## src/rtl/encoder_acq_ctrl_pkg.sv

```systemverilog
// ---------------------------------------------------------------------------
// encoder_acq_ctrl_pkg
//   Shared definitions for the encoder acquisition control stage and the
//   downstream sampler: state encoding, default filter length and timeout,
//   bus widths, and small arithmetic helpers used by the run sequencer.
// ---------------------------------------------------------------------------
package encoder_acq_ctrl_pkg;

    localparam int ADDR_W = 20;   // RAM base address width
    localparam int CNT_W  = 8;    // sync / revolution counter width

    localparam int          FILT_LEN_DEF    = 4;
    localparam int          TO_W_DEF        = 24;
    localparam logic [23:0] TIMEOUT_CYC_DEF = 24'd10_000_000;

    // Plain binary 2-bit encoding; the sampler decodes the same values.
    typedef enum logic [1:0] {
        ST_IDLE = 2'b00,
        ST_ARM  = 2'b01,
        ST_RUN  = 2'b10,
        ST_DONE = 2'b11
    } acq_state_e;

    // Count of sync rising edges that completes a run: one edge opens the
    // first revolution, each further edge closes one, so the run ends at
    // eff_target + 1. A target of 0 is treated as 1. One extra bit keeps
    // a target of 255 from wrapping.
    function automatic logic [CNT_W:0] run_limit(input logic [CNT_W-1:0] rev);
        if (rev == '0) begin
            return (CNT_W+1)'(2);
        end
        return {1'b0, rev} + (CNT_W+1)'(1);
    endfunction

    // Saturating increment for the sync counter.
    function automatic logic [CNT_W-1:0] sat_inc(input logic [CNT_W-1:0] v);
        if (v == '1) begin
            return v;
        end
        return v + CNT_W'(1);
    endfunction

endpackage

```

## src/rtl/encoder_acq_ctrl_if.sv

```systemverilog
// ---------------------------------------------------------------------------
// encoder_acq_ctrl_if
//   Bus from the acquisition control stage to the sampler / RAM-write block.
//     ch_sgn_in   filtered encoder signal
//     ch_sync_in  filtered encoder index / sync
//     sample_en   sampler enable
//     sample_end  1 = MCU owns the external RAM
//     sync_cnt    filtered sync rising edges seen in this run (saturating)
//     addr_base   RAM base address latched at run start
//   master: the control stage (drives everything); slave: the sampler.
// ---------------------------------------------------------------------------
interface encoder_acq_ctrl_if;
    import encoder_acq_ctrl_pkg::*;

    logic              ch_sgn_in;
    logic              ch_sync_in;
    logic              sample_en;
    logic              sample_end;
    logic [CNT_W-1:0]  sync_cnt;
    logic [ADDR_W-1:0] addr_base;

    modport master (
        output ch_sgn_in,
        output ch_sync_in,
        output sample_en,
        output sample_end,
        output sync_cnt,
        output addr_base
    );

    modport slave (
        input ch_sgn_in,
        input ch_sync_in,
        input sample_en,
        input sample_end,
        input sync_cnt,
        input addr_base
    );

endinterface

```

## src/rtl/encoder_acq_ctrl_sig_filter.sv

```systemverilog
// ---------------------------------------------------------------------------
// sig_filter
//   Two-flop synchroniser followed by a stable-count glitch filter.
//   The output follows the synchronised input only after the two have
//   differed for FILT_LEN consecutive cycles; shorter pulses are dropped.
//   Raw edge to output latency is 2 + FILT_LEN cycles.
//   Ports:
//     clk    system clock
//     rst_n  asynchronous active-low reset (output and counter clear to 0)
//     raw    asynchronous input
//     filt   filtered, clock-domain-safe output
//   FILT_LEN must lie in 1..15 (4-bit stable counter).
// ---------------------------------------------------------------------------
module sig_filter
    import encoder_acq_ctrl_pkg::*;
#(
    parameter int FILT_LEN = FILT_LEN_DEF
) (
    input  logic clk,
    input  logic rst_n,
    input  logic raw,
    output logic filt
);

    localparam logic [3:0] CNT_LAST = 4'(FILT_LEN - 1);

    logic       sync1_q;
    logic       sync2_q;
    logic       filt_q;
    logic [3:0] stable_q;

    // NOTE: sequential state uses non-blocking assignments only, so every
    // flop samples the pre-edge value of its neighbours; blocking here would
    // collapse the two synchroniser stages into one.
    always_ff @(posedge clk or negedge rst_n) begin
        if (!rst_n) begin
            sync1_q  <= 1'b0;
            sync2_q  <= 1'b0;
            filt_q   <= 1'b0;
            stable_q <= '0;
        end else begin
            sync1_q <= raw;
            sync2_q <= sync1_q;
            if (sync2_q == filt_q) begin
                stable_q <= '0;
            end else if (stable_q == CNT_LAST) begin
                // The input has disagreed for FILT_LEN cycles in a row.
                filt_q   <= ~filt_q;
                stable_q <= '0;
            end else begin
                stable_q <= stable_q + 4'd1;
            end
        end
    end

    assign filt = filt_q;

endmodule

```

## src/rtl/encoder_acq_ctrl.sv

```systemverilog
// ---------------------------------------------------------------------------
// encoder_acq_ctrl
//   Upstream control stage for the encoder sampler. Conditions the raw
//   encoder signal and sync, and sequences one acquisition run per MCU
//   request: IDLE -> ARM (wait first sync) -> RUN (count revolutions) ->
//   DONE. The run ends on reaching the revolution target, on a sync
//   timeout, or on an MCU abort; RAM ownership returns to the MCU then.
//   Ports:
//     clk, mcu_n_rst       clock, asynchronous active-low reset
//     ch_sgn_raw           raw encoder signal (asynchronous)
//     ch_sync_raw          raw encoder index / sync (asynchronous)
//     mcu_start            request level; rise starts, fall aborts
//     mcu_addr_base        RAM base address, latched at start
//     rev_target           revolutions to capture (0 treated as 1), live
//     smp                  sampler bus (master side)
//     busy                 run in progress (ARM or RUN)
//     timeout_flag         last run ended on sync timeout
//     abort_flag           last run ended on MCU abort
// ---------------------------------------------------------------------------
module encoder_acq_ctrl
    import encoder_acq_ctrl_pkg::*;
#(
    parameter int              FILT_LEN    = FILT_LEN_DEF,
    parameter int              TO_W        = TO_W_DEF,
    parameter logic [TO_W-1:0] TIMEOUT_CYC = TO_W'(TIMEOUT_CYC_DEF)
) (
    input  logic                clk,
    input  logic                mcu_n_rst,
    input  logic                ch_sgn_raw,
    input  logic                ch_sync_raw,
    input  logic                mcu_start,
    input  logic [ADDR_W-1:0]   mcu_addr_base,
    input  logic [CNT_W-1:0]    rev_target,
    encoder_acq_ctrl_if.master  smp,
    output logic                busy,
    output logic                timeout_flag,
    output logic                abort_flag
);

    localparam logic [TO_W-1:0] TO_LAST = TIMEOUT_CYC - TO_W'(1);

    // -----------------------------------------------------------------
    // Input conditioning
    // -----------------------------------------------------------------
    logic sgn_filt;
    logic sync_filt;

    sig_filter #(.FILT_LEN(FILT_LEN)) u_sgn_filt (
        .clk   (clk),
        .rst_n (mcu_n_rst),
        .raw   (ch_sgn_raw),
        .filt  (sgn_filt)
    );

    sig_filter #(.FILT_LEN(FILT_LEN)) u_sync_filt (
        .clk   (clk),
        .rst_n (mcu_n_rst),
        .raw   (ch_sync_raw),
        .filt  (sync_filt)
    );

    // mcu_start is a slow level from firmware: synchronise only, no filter.
    logic start_s1_q;
    logic start_s2_q;
    logic start_prev_q;
    logic sync_prev_q;

    always_ff @(posedge clk or negedge mcu_n_rst) begin
        if (!mcu_n_rst) begin
            start_s1_q   <= 1'b0;
            start_s2_q   <= 1'b0;
            start_prev_q <= 1'b0;
            sync_prev_q  <= 1'b0;
        end else begin
            start_s1_q   <= mcu_start;
            start_s2_q   <= start_s1_q;
            start_prev_q <= start_s2_q;
            sync_prev_q  <= sync_filt;
        end
    end

    logic sync_rise;
    logic start_rise;
    logic start_fall;

    assign sync_rise  =  sync_filt  & ~sync_prev_q;
    assign start_rise =  start_s2_q & ~start_prev_q;
    assign start_fall = ~start_s2_q &  start_prev_q;

    // -----------------------------------------------------------------
    // Run sequencer
    // -----------------------------------------------------------------
    acq_state_e        state_q,  state_d;
    logic [CNT_W-1:0]  cnt_q,    cnt_d;
    logic [ADDR_W-1:0] addr_q,   addr_d;
    logic [TO_W-1:0]   to_q,     to_d;
    logic              en_q,     en_d;
    logic              end_q,    end_d;
    logic              tof_q,    tof_d;
    logic              abf_q,    abf_d;

    logic [CNT_W-1:0]  cnt_inc;
    logic              run_done;
    logic              to_hit;

    assign cnt_inc  = sat_inc(cnt_q);
    assign run_done = ({1'b0, cnt_inc} == run_limit(rev_target));
    assign to_hit   = (to_q == TO_LAST);

    // NOTE: every signal driven here gets its hold value first; any path
    // that left one unassigned would infer a latch.
    always_comb begin
        state_d = state_q;
        cnt_d   = cnt_q;
        addr_d  = addr_q;
        to_d    = to_q;
        en_d    = en_q;
        end_d   = end_q;
        tof_d   = tof_q;
        abf_d   = abf_q;

        unique case (state_q)
            ST_IDLE, ST_DONE: begin
                en_d  = 1'b0;
                end_d = 1'b1;
                if (start_rise) begin
                    addr_d  = mcu_addr_base;
                    cnt_d   = '0;
                    to_d    = '0;
                    tof_d   = 1'b0;
                    abf_d   = 1'b0;
                    en_d    = 1'b1;
                    end_d   = 1'b0;
                    state_d = ST_ARM;
                end
            end

            ST_ARM, ST_RUN: begin
                // Priority: abort, then sync edge, then timeout. Any sync
                // edge restarts the no-sync timer, so it also beats timeout.
                if (start_fall) begin
                    abf_d   = 1'b1;
                    en_d    = 1'b0;
                    end_d   = 1'b1;
                    state_d = ST_DONE;
                end else if (sync_rise) begin
                    to_d = '0;
                    if (state_q == ST_ARM) begin
                        cnt_d   = CNT_W'(1);
                        state_d = ST_RUN;
                    end else begin
                        cnt_d = cnt_inc;
                        if (run_done) begin
                            en_d    = 1'b0;
                            end_d   = 1'b1;
                            state_d = ST_DONE;
                        end
                    end
                end else if (to_hit) begin
                    tof_d   = 1'b1;
                    en_d    = 1'b0;
                    end_d   = 1'b1;
                    state_d = ST_DONE;
                end else begin
                    to_d = to_q + TO_W'(1);
                end
            end

            default: begin
                state_d = ST_IDLE;
            end
        endcase
    end

    always_ff @(posedge clk or negedge mcu_n_rst) begin
        if (!mcu_n_rst) begin
            state_q <= ST_IDLE;
            cnt_q   <= '0;
            addr_q  <= '0;
            to_q    <= '0;
            en_q    <= 1'b0;
            end_q   <= 1'b1;
            tof_q   <= 1'b0;
            abf_q   <= 1'b0;
        end else begin
            state_q <= state_d;
            cnt_q   <= cnt_d;
            addr_q  <= addr_d;
            to_q    <= to_d;
            en_q    <= en_d;
            end_q   <= end_d;
            tof_q   <= tof_d;
            abf_q   <= abf_d;
        end
    end

    // -----------------------------------------------------------------
    // Outputs
    // -----------------------------------------------------------------
    assign smp.ch_sgn_in  = sgn_filt;
    assign smp.ch_sync_in = sync_filt;
    assign smp.sample_en  = en_q;
    assign smp.sample_end = end_q;
    assign smp.sync_cnt   = cnt_q;
    assign smp.addr_base  = addr_q;

    assign busy         = (state_q == ST_ARM) || (state_q == ST_RUN);
    assign timeout_flag = tof_q;
    assign abort_flag   = abf_q;

endmodule

```

## src/flat_wrapper.sv

```systemverilog
// flat-port wrapper written by rule: the top's interface ports become plain ports
module encoder_acq_ctrl_flat import encoder_acq_ctrl_pkg::*;
#(
    parameter int              FILT_LEN    = FILT_LEN_DEF,
    parameter int              TO_W        = TO_W_DEF,
    parameter logic [TO_W-1:0] TIMEOUT_CYC = TO_W'(TIMEOUT_CYC_DEF)
)
  (clk, mcu_n_rst, ch_sgn_raw, ch_sync_raw, mcu_start, mcu_addr_base, rev_target, busy, timeout_flag, abort_flag, smp_ch_sgn_in, smp_ch_sync_in, smp_sample_en, smp_sample_end, smp_sync_cnt, smp_addr_base);
  encoder_acq_ctrl_if smp_i ();
  input  logic clk;
  input  logic mcu_n_rst;
  input  logic ch_sgn_raw;
  input  logic ch_sync_raw;
  input  logic mcu_start;
  input  logic [ADDR_W-1:0] mcu_addr_base;
  input  logic [CNT_W-1:0] rev_target;
  output logic busy;
  output logic timeout_flag;
  output logic abort_flag;
  output wire logic [$bits(smp_i.ch_sgn_in)-1:0] smp_ch_sgn_in;
  output wire logic [$bits(smp_i.ch_sync_in)-1:0] smp_ch_sync_in;
  output wire logic [$bits(smp_i.sample_en)-1:0] smp_sample_en;
  output wire logic [$bits(smp_i.sample_end)-1:0] smp_sample_end;
  output wire logic [$bits(smp_i.sync_cnt)-1:0] smp_sync_cnt;
  output wire logic [$bits(smp_i.addr_base)-1:0] smp_addr_base;
  assign smp_ch_sgn_in = smp_i.ch_sgn_in;
  assign smp_ch_sync_in = smp_i.ch_sync_in;
  assign smp_sample_en = smp_i.sample_en;
  assign smp_sample_end = smp_i.sample_end;
  assign smp_sync_cnt = smp_i.sync_cnt;
  assign smp_addr_base = smp_i.addr_base;
  encoder_acq_ctrl #(.FILT_LEN(FILT_LEN), .TO_W(TO_W), .TIMEOUT_CYC(TIMEOUT_CYC)) u_core (.clk(clk), .mcu_n_rst(mcu_n_rst), .ch_sgn_raw(ch_sgn_raw), .ch_sync_raw(ch_sync_raw), .mcu_start(mcu_start), .mcu_addr_base(mcu_addr_base), .rev_target(rev_target), .smp(smp_i), .busy(busy), .timeout_flag(timeout_flag), .abort_flag(abort_flag));
endmodule
```

## config.mk

```make
export PLATFORM = sky130hd
export DESIGN_NAME = encoder_acq_ctrl_flat
export DESIGN_NICKNAME = d
export VERILOG_FILES = /design/src/rtl/encoder_acq_ctrl_pkg.sv /design/src/rtl/encoder_acq_ctrl_if.sv /design/src/rtl/encoder_acq_ctrl_sig_filter.sv /design/src/rtl/encoder_acq_ctrl.sv /design/src/flat_wrapper.sv
export SDC_FILE = /design/constraint.sdc
export NUM_CORES = 1
export LEC_CHECK = 0
export CAP_MARGIN = 15
export CORE_MARGIN = 2
export CORE_UTILIZATION = 50
export CTS_CLUSTER_SIZE = 28
export DETAILED_ROUTE_END_ITERATION = 6
export PLACE_DENSITY = 0.87
export SKIP_LAST_GASP = 1
export SLEW_MARGIN = 20
export SYNTH_ARGS = -nofsm -noshare
export SYNTH_HDL_FRONTEND = slang
export SYNTH_SLANG_ARGS = --single-unit
```

## constraint.sdc

```tcl
create_clock -name clk -period 3.4 [get_ports clk]
set_input_delay 0.51 -clock clk [delete_from_list [all_inputs] [get_ports clk]]
set_output_delay 0.51 -clock clk [all_outputs]
set_load 0.03 [all_outputs]
```

=== Yosys cells after proc, flatten, opt, wreduce, memory -nomap -nowiden ===
Cells that the tools add are included.

* Bitwise operators: 10
* Muxes and demuxes: 47
* Equal/unequal tests: 21
* Reductions and logical operators: 14
* Add/sub/neg operators: 5

{| class="wikitable"
|+ Operators with widths
! kind !! number
|-
| $mux W24 || 4
|-
| $mux W8 || 6
|-
| $pmux W24 S2 || 1
|-
| $add A24 B1 Y24 const B || 1
|-
| $eq A24 B24 Y1 const B || 1
|-
| $mux W1 || 18
|-
| $mux W9 || 2
|-
| $mux W4 || 4
|-
| $pmux W8 S2 || 1
|-
| $mux W2 || 6
|-
| $reduce_and A3 Y1 || 4
|-
| $add A8 B1 Y9 const B || 1
|-
| $eq A8 B9 Y1 || 1
|-
| $add A4 B1 Y4 const B || 2
|-
| $add A8 B1 Y8 const B || 1
|-
| $eq A4 B2 Y1 const B || 2
|-
| $eq A8 B8 Y1 const B || 1
|-
| $logic_not A8 Y1 || 1
|-
| $ne A2 B1 Y1 const B || 4
|-
| $ne A4 B4 Y1 const B || 2
|-
| $pmux W1 S2 || 4
|-
| $reduce_and A2 Y1 || 4
|-
| $not A1 Y1 || 7
|-
| $ne A5 B5 Y1 const B || 1
|-
| 12 further kinds || 18
|}

* Logic and storage cells: 117
* Input port bits: 33
* Output and inout port bits: 35
* Flip-flop bits (word level): 76

=== Logic depth before layout (Yosys ltp) ===
* Word-level depth: 9
* Gate-level depth with buffers: 10
* Mapped depth without buffers: 9

=== By module ===
From an unflattened synthesis, not the netlist that was laid out.

* Cells, all modules: 443
* Area total of the unflattened synthesis: 4,067.7 um2

{| class="wikitable"
|+ Modules (own cells, without submodules)
! module !! area an instance (um2) !! seq. area each (um2) !! cells an instance !! instances
|-
| encoder_acq_ctrl || 3,475.8 || 1,552.7 || 403 || 1
|-
| sig_filter at u_core.u_sync_filt || 304.0 || 175.2 || 20 || 1
|-
| sig_filter at u_core.u_sgn_filt || 287.8 || 175.2 || 20 || 1
|}

=== Worst setup path after synthesis ===
Ideal clock, no wire load.

* Kind: reg2reg
* Start: register u_core.cnt_q[0] (netlist: u_core.smp.sync_cnt[0])
* End: register u_core.state_q[0]
* Clock period less this slack: 2,795 ps
* Slack: 605 ps
* Stages on the path, launching flop included: 9
* Arrival time: 2,667 ps
* Setup time: 128 ps
* Path buffers: 0
* Required time: 3,272 ps
* Path through: dfrtp_1 -> ha_1 -> and3_4 -> a31o_2 -> a22oi_1 -> nor2_1 -> or4_4 -> o41ai_4 -> mux2_1

* Cells in the longest elaborated chain, start to end: 6
* Elaborated cells between the ends (all ways): 8
* Those cells by class: add/sub (1); eq/ne (3); mux (3); reduce/logical (1)

{| class="wikitable"
|+ RTL lines
! element !! RTL line !! source
|-
| from (decl) || encoder_acq_ctrl.sv:94 || <nowiki>logic [CNT_W-1:0] cnt_q, cnt_d;</nowiki>
|-
| from (signal assigned) || encoder_acq_ctrl.sv:187 || <nowiki>cnt_q <= cnt_d;</nowiki>
|-
| branches (longest 2 deep; another with $add A8 B1 Y8) || n/a ||
|-
| $mux W8 * || encoder_acq_ctrl_pkg.sv:40 || <nowiki>return v + CNT_W'(1);</nowiki>
|-
| $eq A8 B9 Y1 * || encoder_acq_ctrl.sv:107 || <nowiki>assign run_done = ({1'b0, cnt_inc} == run_limit(rev_target));</nowiki>
|-
| $ne A5 B5 Y1 (no source line) * || n/a ||
|-
| $reduce_and A3 Y1 (no source line) * || n/a ||
|-
| to (signal assigned) || encoder_acq_ctrl.sv:186 || <nowiki>state_q <= state_d;</nowiki>
|-
| to (decl) || encoder_acq_ctrl.sv:93 || <nowiki>acq_state_e state_q, state_d;</nowiki>
|}

Mark *: on every way between the ends. The select of a mux whose other input is x is not followed.
A chain may end at the register's enable or synchronous reset.

=== Final worst setup path ===
Ends and elaborated chain as after synthesis.

==> results.toml <==
[status]
status = "finished clean"

[global_routing]
overflow = 0
antenna_found_initial = 0
grt_max_degree = 77
grt_pass1_wl_um = 15800
grt_usage_pct = 22.9
grt_pass1_vias = 3366

[job]
cap_violations = 0

[layout]
final_cell_mix = "nand2_1, dfrtp_1, clkdlybuf4s50_1"
multi_input_area_um2 = 1970
drive_gt1_share_pct = 8.03
syn_to_final_growth_pct = 24.1
regArea_um2 = 1900
n_antenna_cell = 0
layout_commonest_cell = "nand2_1"
layout.nets = 536
n_fill_cell = 623
fin_cells = 600

[clock_tree]
cts_made_buffers = 9
cts_tree = "built"
insertion_delay_ps = 350
cts_resized = 0
cts_setup_buffers = 0
hold_buffers = 0
cts_max_level = 3
clk_path_buf_depth = 2
clkTransAtPathRegs_ps = 70
cts.sinks = 76
cts-root-buf = "clkbuf_8"

[place]
gp_congestion = 0.902
portBuffers = 67
dp_hpwl_um = 6390
dp_cells = 585

[route]
vias = 3396
drtAntennaViolNets = 0
wl_met2_um = 4430
drc = 0
vias_per_cell = 5.66
drt_pre_antenna_iters = 4
route.met3.wl_um = 540
drt_iter0_markers = 231
met1_length_um = 4130
totalWireLength_um = 9310
top_layer = "met4"
wl_per_cell_um = 15.5

[timing]
setup_viol = 0
period_share_pct = 86.2
min_period_ps = 2930
drv_slew = 0
fmax_mhz = 341
relSlewSlack_pct = 38.6
worst_pin_slew_ps = 921
tns_ps = 0
rsz0062_at_grt = "no"
skew_ps = 12.3
hold_viol = 0

[synth]
async_reset_ff_share_pct = 100
avgSynthCellArea_um2 = 9.30
synth_top_cell_area_share_pct = 47.3
synth.area.top_cells = "dfrtp_1, nand2_1, xnor2_1, nor2_1, ha_1"
yosysTopAreaCell = "dfrtp_1"
synth_ff_type = "dfrtp_1"
synth_nets = 469
synth-edff-count = 0
netlist_area_um2 = 3970
synth_seq_area_share_pct = 47.9
ys_warn_count = 0
synth.distinct_cells = 56
synth_cells = 427
ys_seq_elements = 76

[min_path]
hold_class = "in2async"

[floorplan]
dieHeight_um = 93.1
start_util_pct = 51.4
die_area_um2 = 8670
die_x_um = 93.1
placementRows = 32
coreArea_um2 = 7730
pin_count = 68

[setup_path]
slowest_stage = "or4_4"
crit_fanout = 9
critPathLaunchType = "flip-flop"
setup.worst_path.class = "reg2reg"
critPathBufInv = 0
cpLargestDelayFamily = "simple AND/OR/NAND/NOR gates"
worstPathArrival_ps = 3160
cp.required_ps = 3630
critPathCaptureType = "flip-flop"
path_cells = "ha_1, and3_4, a31o_2, a22oi_1, nor2_1, or4_4, o41ai_4, mux2_1"
slowest_delay_ps = 540

[power_and_ir_drop]
power.leakage_nw = 2.15
peakVddDrop_mv = 0.370
power.density_nw_per_um2 = 730
==> worst paths after layout <==
path	depth (start not counted)	slack [ps]	start	to
max in group asynchronous	1	2510	mcu_n_rst	u_core.to_q[11]
setup reg to reg	8	470	u_core.smp.sync_cnt[0]	u_core.state_q[0]
setup / recovery	8	470	u_core.smp.sync_cnt[0]	u_core.state_q[0]
hold / removal	1	300	mcu_n_rst	u_core.smp.addr_base[3]
min in group clk	0	350	u_core.start_s1_q	u_core.start_s2_q
hold reg to reg	0	350	u_core.start_s1_q	u_core.start_s2_q
==> worst reg2reg max path: cells and delay by family, from the launching register on <==
family | cells | cell delay, ps
AND/OR/NAND/NOR | 3 | 860
multiplexers | 1 | 360
AO/OA/AOI/OAI | 3 | 740
flip-flops | 1 | 510
adder cells (fa/ha/maj) | 1 | 340
==> metal layers <==
metal | vias to the layer above | global-route usage (%)
li1 | 1615 | -
met1 | 1639 | 31.1
met2 | 116 | 35.8
met3 | 26 | 5.40
met4 | 0 | 8.58
met5 | - | 0
==> metrics by stage <==
step           hold WS, ps  util, %  cell area (um2)  power, mW  setup slack [ps]
3_5_place_dp           336     61.2             4730       2.88               325
6_report               296     63.8             4930       3.60               468
5_1_grt                354     63.8             4930       3.81               214
2_1_floorplan          214        -             3970       2.29               605
3_3_place_gp           336     61.2             4730       2.82               373
4_1_cts                334     63.8             4930       3.61               493
==> report_power, final <==
part,switching (mW),internal [mW]
registers,0.159,1.12
clock network,0.318,0.404
logic,0.984,0.618
total,1.46,2.14
==> flip-flops by register name (all words and copies together) (netlist names) <==
signal                       count
u_core.to_q                     24
u_core.smp.addr_base            20
u_core.smp.sync_cnt              8
u_core.u_sgn_filt.stable_q       4
u_core.u_sync_filt.stable_q      4
u_core.state_q                   2
u_core.abort_flag                1
u_core.smp.sample_en             1
u_core.smp.sample_end            1
u_core.start_prev_q              1
u_core.start_s1_q                1
u_core.start_s2_q                1
u_core.sync_prev_q               1
u_core.timeout_flag              1
u_core.u_sgn_filt.filt           1
u_core.u_sgn_filt.sync1_q        1
u_core.u_sgn_filt.sync2_q        1
u_core.u_sync_filt.filt          1
u_core.u_sync_filt.sync1_q       1
u_core.u_sync_filt.sync2_q       1
==> cells in the mapped netlist (2+ instances only) <==
cell	number
dfrtp_1	75
nor4_1	7
nor3b_1	7
a31oi_1	5
xor2_1	7
mux2_2	3
and4_1	2
ha_1	9
nand4_1	4
o22ai_1	2
o21ai_1	2
buf_2	3
nand2_1	84
nand2b_1	6
o21ai_0	12
or3_1	4
or2_2	2
and3_1	5
nand3_1	21
nand4_2	2
inv_1	9
a22o_1	2
nor4b_1	7
nor4bb_1	2
a21oi_1	18
a31o_2	2
mux2i_1	4
clkbuf_1	9
nor2_1	40
nor2b_1	7
nor3_1	13
nand3b_1	2
xnor2_1	26
buf_4	2
==> layout make-up <==
type,count,area share [%]
Timing Repair Buffer,70,14.0
Multi-Input combinational cell,327,39.9
Sequential cell,76,38.6
Clock inverter,6,1.62
Tap cell,102,2.59
Clock buffer,9,2.51
Inverter,10,0.761
==> cells by family after synthesis <==
family	after synthesis	share of synthesized area (%)
AO/OA/AOI/OAI	53	8.95
XOR/XNOR	33	7.28
adder cells (fa/ha/maj)	9	2.84
buffers and inverters	24	2.55
flip-flops	76	47.9
multiplexers	8	2.14
AND/OR/NAND/NOR	224	28.3
(Power assumes the default switching activity.)
